## src/rtl/oled_pkg.sv

```systemverilog
// Shared constants for the SSD1306 SPI streamer: init ROM, address window, FSM states.
// The optional OLED_FRAME_PACING_EN build uses ST_IDLE between frames.
package oled_pkg;

    localparam int FRAME_BYTES = 1024;
    localparam int INIT_LEN    = 25;
    localparam int ADDR_LEN    = 6;

    localparam logic [7:0] ADDR_COL_CMD   = 8'h21;
    localparam logic [7:0] ADDR_COL_START = 8'h00;
    localparam logic [7:0] ADDR_COL_END   = 8'h7F;
    localparam logic [7:0] ADDR_PAGE_CMD  = 8'h22;
    localparam logic [7:0] ADDR_PAGE_START = 8'h00;
    localparam logic [7:0] ADDR_PAGE_END  = 8'h07;

    localparam logic [2:0] ST_RST_HOLD = 3'd0;
    localparam logic [2:0] ST_RST_WAIT = 3'd1;
    localparam logic [2:0] ST_INIT     = 3'd2;
    localparam logic [2:0] ST_ADDR     = 3'd3;
    localparam logic [2:0] ST_FETCH    = 3'd4;
    localparam logic [2:0] ST_PIX      = 3'd5;
    localparam logic [2:0] ST_IDLE     = 3'd6;

    function automatic logic [7:0] init_cmd(input logic [4:0] idx);
        case (idx)
            5'd0:  return 8'hAE;
            5'd1:  return 8'hD5;
            5'd2:  return 8'h80;
            5'd3:  return 8'hA8;
            5'd4:  return 8'h3F;
            5'd5:  return 8'hD3;
            5'd6:  return 8'h00;
            5'd7:  return 8'h40;
            5'd8:  return 8'h8D;
            5'd9:  return 8'h14;
            5'd10: return 8'h20;
            5'd11: return 8'h00;
            5'd12: return 8'hA1;
            5'd13: return 8'hC8;
            5'd14: return 8'hDA;
            5'd15: return 8'h12;
            5'd16: return 8'h81;
            5'd17: return 8'hCF;
            5'd18: return 8'hD9;
            5'd19: return 8'hF1;
            5'd20: return 8'hDB;
            5'd21: return 8'h40;
            5'd22: return 8'hA4;
            5'd23: return 8'hA6;
            5'd24: return 8'hAF;
            default: return 8'hE3;
        endcase
    endfunction

    function automatic logic [7:0] addr_cmd(input logic [2:0] idx);
        case (idx)
            3'd0: return ADDR_COL_CMD;
            3'd1: return ADDR_COL_START;
            3'd2: return ADDR_COL_END;
            3'd3: return ADDR_PAGE_CMD;
            3'd4: return ADDR_PAGE_START;
            3'd5: return ADDR_PAGE_END;
            default: return 8'hE3;
        endcase
    endfunction

endpackage

```

## src/rtl/oled_spi_streamer_spi_byte_tx.sv

```systemverilog
// One SPI mode-0 byte: dc setup cycle, 16 SCLK half-periods with cs_n low,
// then a CLK_DIV-cycle cs_n gap before done pulses.
module spi_byte_tx #(
    parameter int CLK_DIV = 4
) (
    input  logic       clk,
    input  logic       rst_n,
    input  logic       start,
    input  logic [7:0] data,
    input  logic       dc_sel,
    output logic       sclk,
    output logic       mosi,
    output logic       dc,
    output logic       cs_n,
    output logic       done,
    output logic       busy
);

    localparam int DW = $clog2(CLK_DIV);

    localparam logic [1:0] PH_IDLE  = 2'd0;
    localparam logic [1:0] PH_SETUP = 2'd1;
    localparam logic [1:0] PH_SHIFT = 2'd2;
    localparam logic [1:0] PH_GAP   = 2'd3;

    logic [1:0]    phase;
    logic [DW-1:0] div;
    logic [3:0]    half;
    logic [7:0]    sh;
    logic [2:0]    nbit;

    assign busy = (phase != PH_IDLE);
    assign nbit = half[3:1] + 3'd1;

    always_ff @(posedge clk or negedge rst_n) begin
        if (!rst_n) begin
            phase <= PH_IDLE;
            div   <= '0;
            half  <= '0;
            sh    <= '0;
            sclk  <= 1'b0;
            mosi  <= 1'b0;
            dc    <= 1'b0;
            cs_n  <= 1'b1;
            done  <= 1'b0;
        end else begin
            done <= 1'b0;
            case (phase)
                PH_IDLE: if (start) begin
                    sh    <= data;
                    dc    <= dc_sel;
                    phase <= PH_SETUP;
                end
                PH_SETUP: begin
                    cs_n  <= 1'b0;
                    mosi  <= sh[7];
                    half  <= '0;
                    div   <= '0;
                    phase <= PH_SHIFT;
                end
                PH_SHIFT: if (div == DW'(CLK_DIV - 1)) begin
                    div <= '0;
                    if (half == 4'd15) begin
                        sclk  <= 1'b0;
                        cs_n  <= 1'b1;
                        phase <= PH_GAP;
                    end else begin
                        half <= half + 4'd1;
                        sclk <= ~half[0];
                        // next bit goes out on the falling edge
                        if (half[0]) mosi <= sh[3'd7 - nbit];
                    end
                end else begin
                    div <= div + 1'b1;
                end
                PH_GAP: if (div == DW'(CLK_DIV - 1)) begin
                    div   <= '0;
                    done  <= 1'b1;
                    phase <= PH_IDLE;
                end else begin
                    div <= div + 1'b1;
                end
                default: phase <= PH_IDLE;
            endcase
        end
    end

endmodule

```

## src/rtl/oled_spi_streamer.sv

```systemverilog
// SSD1306 128x64 streamer: panel reset, init list, then endless frames over SPI.
// Define OLED_FRAME_PACING_EN to space frame starts by at least FRAME_PERIOD cycles.
module oled_spi_streamer #(
    parameter int CLK_DIV      = 4,
    parameter int RST_CYCLES   = 1000,
    parameter int RST_WAIT     = 1000,
    parameter int FETCH_LAT    = 2,
    parameter int FRAME_PERIOD = 2500000
) (
    input  logic       clk,
    input  logic       rst_n,
    input  logic [7:0] data_in,
    output logic [9:0] byte_counter,
    output logic       oled_sclk,
    output logic       oled_mosi,
    output logic       oled_dc,
    output logic       oled_cs_n,
    output logic       oled_res_n,
    output logic       init_done,
    output logic       frame_done
);

    import oled_pkg::*;

    logic [2:0]  state;
    logic [31:0] cnt;
    logic [4:0]  idx;
    logic        issued;
    logic [7:0]  pix;
    logic        tx_start;
    logic        tx_dc;
    logic        tx_done;
    logic        tx_busy;
    logic [7:0]  tx_byte;
    logic        sending;
`ifdef OLED_FRAME_PACING_EN
    logic [31:0] fcnt;
    logic        period_met;
    assign period_met = (fcnt >= 32'(FRAME_PERIOD - 1));
`endif

    assign sending  = (state == ST_INIT) || (state == ST_ADDR) || (state == ST_PIX);
    assign tx_start = sending && !issued && !tx_busy;

    always_comb begin
        tx_byte = 8'h00;
        tx_dc   = 1'b0;
        case (state)
            ST_INIT: tx_byte = init_cmd(idx);
            ST_ADDR: tx_byte = addr_cmd(idx[2:0]);
            ST_PIX: begin
                tx_byte = pix;
                tx_dc   = 1'b1;
            end
            default: tx_byte = 8'h00;
        endcase
    end

    always_ff @(posedge clk or negedge rst_n) begin
        if (!rst_n) begin
            state        <= ST_RST_HOLD;
            cnt          <= '0;
            idx          <= '0;
            issued       <= 1'b0;
            pix          <= '0;
            byte_counter <= '0;
            oled_res_n   <= 1'b0;
            init_done    <= 1'b0;
            frame_done   <= 1'b0;
`ifdef OLED_FRAME_PACING_EN
            fcnt         <= '0;
`endif
        end else begin
            frame_done <= 1'b0;
            if (tx_start) issued <= 1'b1;
`ifdef OLED_FRAME_PACING_EN
            if (fcnt != '1) fcnt <= fcnt + 32'd1;
`endif
            case (state)
                ST_RST_HOLD: if (cnt == 32'(RST_CYCLES - 1)) begin
                    cnt        <= '0;
                    oled_res_n <= 1'b1;
                    state      <= ST_RST_WAIT;
                end else begin
                    cnt <= cnt + 32'd1;
                end
                ST_RST_WAIT: if (cnt == 32'(RST_WAIT - 1)) begin
                    cnt   <= '0;
                    idx   <= '0;
                    state <= ST_INIT;
                end else begin
                    cnt <= cnt + 32'd1;
                end
                ST_INIT: if (tx_done) begin
                    issued <= 1'b0;
                    if (idx == 5'(INIT_LEN - 1)) begin
                        idx       <= '0;
                        init_done <= 1'b1;
                        state     <= ST_ADDR;
`ifdef OLED_FRAME_PACING_EN
                        fcnt      <= '0;
`endif
                    end else begin
                        idx <= idx + 5'd1;
                    end
                end
                ST_ADDR: if (tx_done) begin
                    issued <= 1'b0;
                    if (idx == 5'(ADDR_LEN - 1)) begin
                        idx   <= '0;
                        cnt   <= '0;
                        state <= ST_FETCH;
                    end else begin
                        idx <= idx + 5'd1;
                    end
                end
                ST_FETCH: if (cnt == 32'(FETCH_LAT - 1)) begin
                    cnt   <= '0;
                    pix   <= data_in;
                    state <= ST_PIX;
                end else begin
                    cnt <= cnt + 32'd1;
                end
                ST_PIX: if (tx_done) begin
                    issued <= 1'b0;
                    if (byte_counter == 10'(FRAME_BYTES - 1)) begin
                        byte_counter <= '0;
                        frame_done   <= 1'b1;
`ifdef OLED_FRAME_PACING_EN
                        if (period_met) begin
                            fcnt  <= '0;
                            state <= ST_ADDR;
                        end else begin
                            state <= ST_IDLE;
                        end
`else
                        state        <= ST_ADDR;
`endif
                    end else begin
                        byte_counter <= byte_counter + 10'd1;
                        cnt          <= '0;
                        state        <= ST_FETCH;
                    end
                end
`ifdef OLED_FRAME_PACING_EN
                ST_IDLE: if (period_met) begin
                    fcnt  <= '0;
                    state <= ST_ADDR;
                end
`endif
                default: state <= ST_RST_HOLD;
            endcase
        end
    end

    spi_byte_tx #(
        .CLK_DIV(CLK_DIV)
    ) u_tx (
        .clk   (clk),
        .rst_n (rst_n),
        .start (tx_start),
        .data  (tx_byte),
        .dc_sel(tx_dc),
        .sclk  (oled_sclk),
        .mosi  (oled_mosi),
        .dc    (oled_dc),
        .cs_n  (oled_cs_n),
        .done  (tx_done),
        .busy  (tx_busy)
    );

endmodule
```

## config.mk

```make
export PLATFORM = sky130hd
export DESIGN_NAME = oled_spi_streamer
export DESIGN_NICKNAME = d
export VERILOG_FILES = /design/src/rtl/oled_pkg.sv /design/src/rtl/oled_spi_streamer_spi_byte_tx.sv /design/src/rtl/oled_spi_streamer.sv
export SDC_FILE = /design/constraint.sdc
export NUM_CORES = 1
export LEC_CHECK = 0
export CORE_ASPECT_RATIO = 1.1
export CORE_MARGIN = 10
export CORE_UTILIZATION = 55
export CTS_CLUSTER_DIAMETER = 50
export DETAILED_ROUTE_END_ITERATION = 10
export PLACE_DENSITY = 0.74
export SLEW_MARGIN = 30
export SYNTH_ARGS = -nofsm -noshare
export SYNTH_HDL_FRONTEND = slang
export SYNTH_SLANG_ARGS = --single-unit
```

## constraint.sdc

```tcl
create_clock -name clk -period 3.2 [get_ports clk]
set_input_delay 0.8 -clock clk [delete_from_list [all_inputs] [get_ports clk]]
set_output_delay 0.8 -clock clk [all_outputs]
set_load 0.03 [all_outputs]
```

---- After elaboration in Yosys (flattened, before gate mapping) ----
Memory sizes are Yosys's and may differ from the RTL's.
Index checks and enable logic that the tools add are counted.
storage, ports and cells
  word-level logic and storage cells ...... 149
  output and inout bits ................... 17
  memories ................................ 1
  ROM bits ................................ 256
  register bits ........................... 83
  bits of input ports ..................... 10
memories
  memory            depth  bits a word  read ports  clocked after Yosys merged registers in  wr ports  RTL line        source
  (name not given)  32     8            1           0                                        0         oled_pkg.sv:25  case (idx)
operators by class
  multiplexer cells ....................... 55
  add/sub/neg operators ................... 7
  reduce and logical (&&, ||, !) cells .... 31
  bitwise logic cells ..................... 1
  equality and inequality tests ........... 35
  order comparisons ....................... 1
operators with widths
  kind                                                    count
  2-to-1 mux 32 bit                                       6
  case mux 32 bit (4 select lines)                        1
  case mux 8 bit (5 select lines)                         1
  adder 32 x 1 -> 32 bit (second input constant)          1
  == test 32 x 1 -> 1 bit (second input constant)         1
  == test 32 x 10 -> 1 bit (second input constant)        1
  2-to-1 mux 3 bit                                        9
  2-to-1 mux 5 bit                                        5
  case mux 8 bit (3 select lines)                         1
  inequality test 2 x 1 -> 1 bit (second input constant)  9
  case mux 3 bit (6 select lines)                         1
  2-to-1 mux 1 bit                                        16
  case mux 5 bit (3 select lines)                         1
  == test 3 x 2 -> 1 bit (second input constant)          4
  == test 3 bit (second input constant)                   4
  inequality test 2 bit (second input constant)           6
  AND reduction 4 bit                                     3
  adder 10 x 1 -> 10 bit (second input constant)          1
  == test 10 bit (second input constant)                  1
  2-to-1 mux 10 bit                                       1
  2-to-1 mux 2 bit                                        5
  AND reduction 2 bit                                     5
  AND reduction 3 bit                                     3
  2-to-1 mux 4 bit                                        2
  other kinds (30)                                        42

---- Logic depth before layout (Yosys ltp) ----
Gate-level depths: netlist of the first run.
  depth in word-level cells ............... 8
  mapped depth ............................ 9

---- Hierarchy ----
A second synthesis of the first run with hierarchy kept.
unflattened totals
  cell total of the unflattened synthesis .. 575
  area, all modules ....................... 5,083.6 µm²
by module, submodules not included
  module             sequential area each (µm²)  area an instance (µm²)  instances  cells each
  oled_spi_streamer  1,551.5                     3,976.3                 1          480
  spi_byte_tx        526.8                       1,107.3                 1          95

---- Worst setup path after synthesis of the first run ----
OpenSTA, ideal clock, no wires.
  path type ............................... register to register
  from .................................... register byte_counter[0]
  to ...................................... register cnt[24]
  arrival ................................. 2.102 ns
  data required time ...................... 3.090 ns
  slack ................................... 0.988 ns
  cell stages (with the launch flop) ...... 9
  clock period less this slack ............ 2.212 ns
  buffers on the path ..................... 2
  cell sequence ........................... dfrtp_1 -> ha_1 -> and2_1 -> and4_1 -> a2bb2oi_1 -> clkbuf_1 -> clkbuf_1 -> a22oi_1 -> o41ai_1
between the ends
  longest elaborated chain between the ends .. 3
RTL lines
  element                          RTL line                  source
  from (decl)                      oled_spi_streamer.sv:13   output logic [9:0] byte_counter,
  from (signal assigned)           oled_spi_streamer.sv:140  byte_counter <= byte_counter + 10'd1;
  == test 10 bit                   oled_spi_streamer.sv:126  if (byte_counter == 10'(FRAME_BYTES - 1)) begin
  inequality test 2 bit (no line)  -
  AND reduction 5 bit (no line)    -
  to (signal assigned)             oled_spi_streamer.sv:85   cnt <= cnt + 32'd1;
  to (signal assigned)             oled_spi_streamer.sv:92   cnt <= cnt + 32'd1;
  to (signal assigned)             oled_spi_streamer.sv:122  cnt <= cnt + 32'd1;
  to (decl)                        oled_spi_streamer.sv:26   logic [31:0] cnt;
No other way between the ends.
A chain may end at the register's enable or synchronous reset.

---- Worst setup path after layout of the first run ----
  from .................................... register idx[1]
  to ...................................... register cnt[24]
between the ends
  longest elaborated chain between the ends .. 3
RTL lines
  element                                   RTL line                  source
  from (decl)                               oled_spi_streamer.sv:27   logic [4:0] idx;
  from (signal assigned)                    oled_spi_streamer.sv:104  idx <= idx + 5'd1;
  from (signal assigned)                    oled_spi_streamer.sv:114  idx <= idx + 5'd1;
  == test 5 x 3 -> 1 bit                    oled_spi_streamer.sv:109  if (idx == 5'(ADDR_LEN - 1)) begin
  inequality test 2 x 1 -> 1 bit (no line)  -
  AND reduction 5 bit (no line)             -
No other way between the ends.

==> impl_metrics.yaml, run 1 <==
sta:
  finalHoldViolCount: 0
  setup_viol: 0
  fin_skew_ns: 0.0108
  fmax_mhz: 351
  fin_tns_setup_ns: 0
  drv_slew: 0
  tightest_slew_ns: 0.842
  relSlewSlack_pct: 43.5
  rsz0062_at_grt: "no"
  min_period_ns: 2.85
  period_share_pct: 89.1
clock_tree:
  clockRootBuffer: "clkbuf_8"
  cts_sinks: 83
  htree_levels: 3
  cts_buffers: 9
  cts_resized: 0
  cts_tree: "done"
  cts_setup_buffers: 0
  cts_hold_buf: 0
  clockBufferDepth: 2
  clk_latency_ns: 0.36
  path_clk_slew_ns: 0.09
placed_design:
  place_area_sq_um: 5440
  hpwl_mm: 8.19
  gp_congestion: 0.925
  portBuffers: 26
setup_path:
  critPathMaxStageDelay_ns: 0.49
  worstPathMaxFanout: 9
  crit_path_frequent_cell: "nand2_1"
  cp-start-kind: "register"
  path_buf_inv: 2
  rrSetupSlack_ns: 0.35
  endpoint_kind: "register"
  crit_type: "reg -> reg"
  required_ns: 3.44
  critPathSlowestCell: "dfrtp_1"
  cp.arrival_ns: 3.09
  cp_cell_sequence: "inv_1 -> ha_1 -> nand4bb_1 -> o21ai_0 -> nand2_1 -> o21ai_1 -> nand2_1 -> buf_4 -> o41ai_1"
  crit_family: "compound AO/OA/AOI/OAI gates"
floorplan:
  pin_count: 27
  chipHeight_um: 121
  core_sq_um: 8920
  row_count: 36
  die_x_um: 112
  start_util_pct: 56.8
  die_area_sq_um: 13500
logic_synthesis:
  synth_area_leaders: "dfrtp_1 (40%), nand2_1 (4.5%), o21ai_0 (4.4%), ha_1 (4.2%), nor2_1 (3.2%)"
  syn-num-nets: 586
  synthCells: 559
  synth_top_area_share_pct: 40.5
  syn_area_sq_um: 5070
  synth_top_area_cell: "dfrtp_1"
  syn_avg_cell_area_sq_um: 9.07
  yosysUniqueCellTypes: 65
  synthFlopType: "dfrtp_1"
  yosys_warnings: 0
  synth_seq_cells: 83
  synth_edf_count: 0
  synth-async-reset-ratio_pct: 100
  yosysSeqAreaShare_pct: 41.0
drt:
  wl_per_cell_um: 16.6
  routed_via_density: 6.27
  vias: 4370
  firstDrtPassIters: 6
  drt_iter0_markers: 274
  drc: 0
  wirelength_mm: 11.5
  ant_nets: 0
global_routing:
  grt_max_degree: 84
  grt_pass1_vias: 4089
  grt_pass1_wl_mm: 19.6
  grt_antenna_before_repair: 0
  gr-usage-all-layers_pct: 16.9
  grt_overflow: 0
outcome:
  status: "finished, final reports clean"
power:
  power_leakage_nw: 2.35
  worst_ir_drop_vdd_mv: 0.214
  finalPower_mw: 1.81
  p_per_area_nw_per_um2: 323
final_layout:
  fin_util_pct: 63.0
  drive_gt1_share_pct: 9.09
  design_area_sq_um: 5620
  diodes: 0
  nNetsFinal: 605
  syn2layout_area_growth_pct: 10.9
  layout_commonest_cell: "dfrtp_1"
  final_cell_mix: "dfrtp_1 (82), nand2_1 (61), o21ai_0 (45), nor2_1 (43), nand3_1 (27)"
hold_path:
  hp-class: "reg -> reg"
job:
  maxCapViolCount: 0
==> flip-flops by register name, indices dropped and copies added, names as in the netlist <==
signal / flops
u_tx.dc: 1
u_tx.half: 4
u_tx.sclk: 1
byte_counter: 10
pix: 8
oled_res_n: 1
frame_done: 1
u_tx.cs_n: 1
init_done: 1
u_tx.mosi: 1
u_tx.sh: 8
idx: 5
issued: 1
u_tx.div: 2
state: 3
u_tx.done: 1
u_tx.phase: 2
cnt: 32
==> report_power, final <==
group	leakage (nW)	total [mW]	switching (mW)	internal (mW)
combinational	1.11	0.0305	0.0209	0.00964
sequential	1.14	1.05	0	1.05
clock	0.0914	0.735	0.375	0.360
total	2.35	1.81	0.395	1.42
==> Yosys cell counts (4+ instances only) <==
| cell type | number |
|---|---|
| a21o_1 | 7 |
| a21oi_1 | 25 |
| a221oi_1 | 5 |
| a22o_1 | 9 |
| a31oi_1 | 16 |
| and2_1 | 12 |
| and3_1 | 8 |
| and4_1 | 5 |
| buf_2 | 8 |
| clkbuf_1 | 21 |
| dfrtp_1 | 82 |
| ha_1 | 17 |
| inv_1 | 22 |
| mux2_2 | 11 |
| mux2i_1 | 4 |
| mux4_2 | 4 |
| nand2_1 | 61 |
| nand3_1 | 27 |
| nand4_1 | 8 |
| nor2_1 | 43 |
| nor2b_1 | 8 |
| nor3_1 | 14 |
| nor4_1 | 8 |
| o21ai_0 | 45 |
| o2bb2a_1 | 5 |
| o31ai_1 | 13 |
| o41ai_1 | 7 |
| or3_1 | 4 |
| xnor2_1 | 6 |
| xor2_1 | 4 |
==> worst reg2reg max path: stages (launching register included) <==
cell and delay [ns]:
dfrtp_1 0.49, inv_1 0.25, ha_1 0.34, nand4bb_1 0.19
o21ai_0 0.29, nand2_1 0.09, o21ai_1 0.34, nand2_1 0.15
buf_4 0.22, o41ai_1 0.39
==> worst paths after layout <==
kind,start,cells after the start,endpoint
max in group asynchronous,rst_n,1,u_tx.mosi
min in group asynchronous,rst_n,1,cnt[4]
hold / removal,u_tx.sclk,2,u_tx.sclk
hold reg to reg,u_tx.sclk,2,u_tx.sclk
setup / recovery,idx[1],9,cnt[24]
setup reg to reg,idx[1],9,cnt[24]
==> layout make-up <==
type | count | area [sq um]
fill | 721 | 3300
timing repair buffer | 37 | 344
tap | 114 | 143
sequential | 83 | 2080
clock inverter | 3 | 40.0
clock buffer | 13 | 139
multi-input combinational | 425 | 2800
inverter | 22 | 82.6
==> through the flow <==
stage	setup WS, ns	hold WS (ns)	std cells
6_report	0.347	0.483	697
5_1_grt	0.0886	0.526	697
4_1_cts	0.396	0.488	697
2_1_floorplan	0.988	0.457	559
3_5_place_dp	0.432	0.469	681
3_3_place_gp	0.594	0.464	681
==> layer usage <==
metal / wire [um] / GRT usage, %
met5: 0 / 0
met4: 118 / 5.63
met3: 627 / 4.15
met2: 5360 / 26.0
met1: 5440 / 22.9
==> kinds of logic (layout without fill, tap and decap cells) <==
logic type / after synthesis / in the layout / synth area share [%]
and+or+nand+nor: 216 / 216 / 22.1
AOI/OAI and AO/OA: 163 / 163 / 21.9
DFF: 83 / 83 / 41.0
buffers and inverters: 51 / 75 / 3.97
muxes: 19 / 19 / 5.01
adders and majority gates: 17 / 17 / 4.20
xor gates and xnor gates: 10 / 10 / 1.73
(Power assumes the default switching activity.)
==> run 2: changes to the inputs <==
Settings changed: CORE_ASPECT_RATIO 1.1 to default, HOLD_SLACK_MARGIN from default to 0.08.
==> run 2 against run 1 <==
  * Worst setup slack gained 0.15 ns
  * Largest cell class unchanged
  * Largest power group unchanged
  * Utilization grew 0.97 points
  * Cell area grew 0.73%
==> impl_metrics.yaml, run 2 (synthesis results as in run 1) <==
setup_path:
  timing.critical_path.to: "cnt[22]"
  required_ns: 3.48
  critPathSlowestCell: "or4_1"
  cp_cell_sequence: "inv_1 -> ha_1 -> nand4bb_1 -> o21ai_0 -> a2bb2oi_2 -> buf_4 -> or4_1 -> a21oi_1 -> a21o_1"
  r2r_end: "cnt[22]"
  rrSetupSlack_ns: 0.50
  endpoint_kind: "register"
  cp.arrival_ns: 2.99
  rr_startpoint: "idx[1]"
  crit_type: "reg -> reg"
  startpoint: "idx[1]"
  cp-start-kind: "register"
  critPathMaxStageDelay_ns: 0.52
  worstPathMaxFanout: 30
  r2r_cells: 9
clock_tree:
  clockRootBuffer: "clkbuf_8"
  cts_buffers: 9
  cts_resized: 0
  clk_latency_ns: 0.35
  path_clk_slew_ns: 0.09
  cts_hold_buf: 0
  cts_sinks: 83
  htree_levels: 3
  cts_tree: "done"
  clockBufferDepth: 2
  cts_setup_buffers: 0
final_layout:
  reg.largest.list: "cnt: 32 flops, byte_counter: 10 flops"
  layout_commonest_cell: "dfrtp_1"
  drive_gt1_share_pct: 9.45
  final_cells: 690
  largest_register_ffs: 32
  final_cell_mix: "dfrtp_1 (82), nand2_1 (61), o21ai_0 (45), nor2_1 (43), nand3_1 (27)"
  syn2layout_area_growth_pct: 11.7
  largest-register: "cnt"
  diodes: 0
  nNetsFinal: 604
sta:
  relSlewSlack_pct: 44.0
  rsz0062_at_grt: "no"
  fin_tns_setup_ns: 0
  min_period_ns: 2.70
  drv_slew: 0
  finalHoldViolCount: 0
  period_share_pct: 84.5
  fmax_mhz: 370
  setup_viol: 0
  fin_ws_ns: 0.496
  fin_skew_ns: 0.0138
  tightest_slew_ns: 0.834
floorplan:
  start_util_pct: 57.3
  die_area_sq_um: 13500
  core_sq_um: 8850
  die_x_um: 116
  pin_count: 27
  chipHeight_um: 116
  row_count: 34
global_routing:
  grt_antenna_before_repair: 0
  grt_overflow: 0
  gr-usage-all-layers_pct: 18.1
  grt_use_met2_pct: 28.5
  grt_max_degree: 55
  busiest_layer: "met2"
  grt_pass1_wl_mm: 20.2
  gr-usage-met1_pct: 25.0
  use_met3_pct: 3.36
  grt_pass1_vias: 4168
power:
  power_leakage_nw: 2.36
  power_switching_mw: 0.413
  p_int_mw: 1.53
  seqPwrFrac_pct: 54.0
  finalPower_mw: 1.94
  p_sw_share_pct: 21.3
  p_comb_share_pct: 1.7
  worst_ir_drop_vdd_mv: 0.227
  clockPowerShare_pct: 44.2
  p_per_area_nw_per_um2: 342
outcome:
  status: "finished, final reports clean"
drt:
  vias: 4404
  ant_nets: 0
  wl_per_cell_um: 17.0
  firstDrtPassIters: 6
  drt_iter0_markers: 288
  drc: 0
  wirelength_mm: 11.8
  routed_via_density: 6.38
placed_design:
  dp.cells: 674
  portBuffers: 26
  hpwl_mm: 8.41
  gp_congestion: 0.907
  pre_cts_slack_ns: 0.525
job:
  maxCapViolCount: 0
hold_path:
  min_from: "u_tx.sclk"
  hp-class: "reg -> reg"
[run 2: cell count changes in the layout (fill, tap and decap cells not counted), sizes merged]
| cell | before | now |
|---|---|---|
| clkbuf | 13 | 11 |
| buf | 12 | 11 |
| bufinv | 1 | 2 |
| clkinv | 2 | 1 |
| clkinvlp | 0 | 1 |
| inv | 22 | 23 |
[run 2: per-layer routing]
layer  vias up  routed length, um  share of wire, %
met1      2139               5450                46
met3        11                742               6.3
met5         -                  0                 0
met2       144               5480                47
met4         0                 94              0.80
li1       2110                  -                 -
[run 2: through the flow]
step                      hold slack, ns  cell area [sq um]  util (%)
after floorplan                    0.457               5070         -
after global placement             0.461               5440      61.4
after detailed placement           0.466               5440      61.4
after CTS                          0.487               5660      64.0
after global routing               0.518               5660      64.0
final                              0.478               5660      64.0
[run 2: worst min path at each step]
stage / endpoint / cells past startpoint
2_1_floorplan: u_tx.div[1] / 2
3_3_place_gp: u_tx.sclk / 2
3_5_place_dp: u_tx.sclk / 2
4_1_cts: u_tx.sclk / 2
5_1_grt: u_tx.sclk / 2
6_report: u_tx.sclk / 2
[run 2: critical path: cells and delay by family (launching register included)]
family / cells / cell delay, ns
and+or+nand+nor: 2 / 0.71
adders and majority gates: 1 / 0.32
DFF: 1 / 0.49
AOI/OAI and AO/OA: 4 / 0.64
buffers and inverters: 2 / 0.48
[run 2: area by class of cell]
type	instances	area [sq um]
Clock buffer	11	141
Clock inverter	5	85.1
Fill cell	748	3190
Inverter	22	82.6
Multi-Input combinational cell	425	2800
Sequential cell	83	2080
Tap cell	108	135
Timing Repair Buffer	36	345
[run 2: power groups by stage]
| stage | logic [mW] | clock network (mW) | registers (mW) |
|---|---|---|---|
| floorplan | 0.0000834 | 0 | 1.07 |
| detailed placement | 0.0354 | 0 | 1.07 |
| global placement | 0.0344 | 0 | 1.07 |
| global route | 0.0385 | 0.922 | 1.05 |
| CTS | 0.0354 | 0.876 | 1.05 |
| finish | 0.0334 | 0.858 | 1.05 |
==> run 3: changes to the inputs <==
Settings changed: PLACE_DENSITY 0.74 to 0.77.
Clock period 3.2 ns to 2.3 ns, I/O delays scaled along.
==> run 3 against run 2 <==
  * Combinational power up 38%
  * Power up 27%
  * First-iteration DRC count up 3.1%
  * Cell count grew 5.4%
  * Utilization increased by 3.3 points
  * Sequential share of layout area is 1.8 points lower
  * Highest routed layer unchanged
==> impl_metrics.yaml, run 3 (synthesis results as in run 1) <==
clock_tree:
  cts_buffers: 9
  clk_latency_ns: 0.35
  clockBufferDepth: 2
  path_clk_slew_ns: 0.09
  htree_levels: 3
  clockRootBuffer: "clkbuf_8"
  cts_tree: "done"
  cts_sinks: 83
sta:
  setup_viol: 0
  fin_tns_setup_ns: 0
  relSlewSlack_pct: 61.5
  min_period_ns: 2.28
  fin_skew_ns: 0.0155
  drv_slew: 0
  rsz0062_at_grt: "yes"
  fin_ws_ns: 0.0207
  finalHoldViolCount: 0
  tightest_slew_ns: 0.575
  fmax_mhz: 439
  period_share_pct: 99.1
  hold_ws_ns: 0.157
final_layout:
  design_area_sq_um: 5960
  final_cell_mix: "dfrtp_1 (82), nand2_1 (60), buf_4 (46), o21ai_0 (44), nor2_1 (43)"
  syn2layout_area_growth_pct: 17.5
  layout_commonest_cell: "dfrtp_1"
  drive_gt1_share_pct: 16.3
  diodes: 0
  reg.largest.list: "cnt: 32 flops, byte_counter: 10 flops"
  final_cells: 727
  nNetsFinal: 641
  fin_util_pct: 67.3
  largest-register: "cnt"
  largest_register_ffs: 32
setup_path:
  required_ns: 2.55
  rr_startpoint: "cnt[17]"
  r2r_cells: 6
  timing.critical_path.to: "idx[3]"
  worstPathMaxFanout: 4
  rrSetupSlack_ns: 0.02
  crit_type: "reg -> reg"
  startpoint: "cnt[17]"
  cp.arrival_ns: 2.53
  endpoint_kind: "register"
  r2r_end: "idx[3]"
  cp-start-kind: "register"
power:
  worst_ir_drop_vdd_mv: 0.212
  power_leakage_nw: 2.54
  finalPower_mw: 2.46
  p_per_area_nw_per_um2: 413
placed_design:
  portBuffers: 26
  place_area_sq_um: 5720
  pre_cts_slack_ns: 0.0241
  gp_congestion: 0.903
  dp.cells: 710
  hpwl_mm: 8.82
drt:
  drc: 0
  drt_iter0_markers: 297
  ant_nets: 0
  wl_per_cell_um: 16.6
  vias: 4591
  routed_via_density: 6.31
  firstDrtPassIters: 5
  wirelength_mm: 12.1
floorplan:
  start_util_pct: 57.3
  core_sq_um: 8850
  die_x_um: 116
  row_count: 34
  die_area_sq_um: 13500
  pin_count: 27
  chipHeight_um: 116
global_routing:
  grt_antenna_before_repair: 0
  grt_overflow: 0
  gr-usage-all-layers_pct: 18.2
  grt_max_degree: 52
  grt_pass1_vias: 4363
  grt_pass1_wl_mm: 20.3
job:
  maxCapViolCount: 0
outcome:
  status: "finished, final reports clean"
hold_path:
  hp-class: "in -> async"
run 3: layout make-up:
type / instances / area (sq um)
Clock buffer: 9 / 124
Clock inverter: 7 / 52.6
Fill cell: 689 / 2890
Inverter: 22 / 82.6
Multi-Input combinational cell: 425 / 2850
Sequential cell: 83 / 2080
Tap cell: 108 / 135
Timing Repair Buffer: 73 / 636
run 3: per-layer routing:
| layer | up-vias | global-route usage, % | share of wire (%) |
|---|---|---|---|
| met4 | 0 | 5.84 | 1.6 |
| li1 | 2189 | - | - |
| met5 | - | 0 | 0 |
| met2 | 153 | 29.8 | 47 |
| met3 | 22 | 2.79 | 5.7 |
| met1 | 2227 | 24.3 | 45 |
run 3: power by group:
| group | total, mW | internal (mW) | switching [mW] |
|---|---|---|---|
| registers | 1.46 | 1.46 | 0 |
| clock network | 0.953 | 0.397 | 0.556 |
| logic | 0.0460 | 0.0164 | 0.0296 |
| total | 2.46 | 1.87 | 0.585 |
run 3: how the worst min path moves through the flow:
stage,startpoint,end,slack (ns),cells after the start
2_1_floorplan,rst_n,byte_counter[0],0.28,0
3_3_place_gp,u_tx.sclk,u_tx.sclk,0.46,2
3_5_place_dp,u_tx.sclk,u_tx.sclk,0.48,2
4_1_cts,rst_n,cnt[9],0.16,1
5_1_grt,rst_n,cnt[9],0.18,1
6_report,rst_n,cnt[9],0.16,1
run 3: critical path, stage by stage, from the launching register on:
cell	delay [ns]
dfrtp_1	0.39
or4_4	0.56
nor4_4	0.34
nand4b_1	0.17
a21o_1	0.21
or2_4	0.25
o41ai_2	0.26
run 3: repair_timing:
action | 4_1_cts | 5_1_grt
endpoints found under the setup margin | 0 | 39
resized for setup | 0 | 11
buffers inserted | 0 | 1
hold buffers | 0 | 0
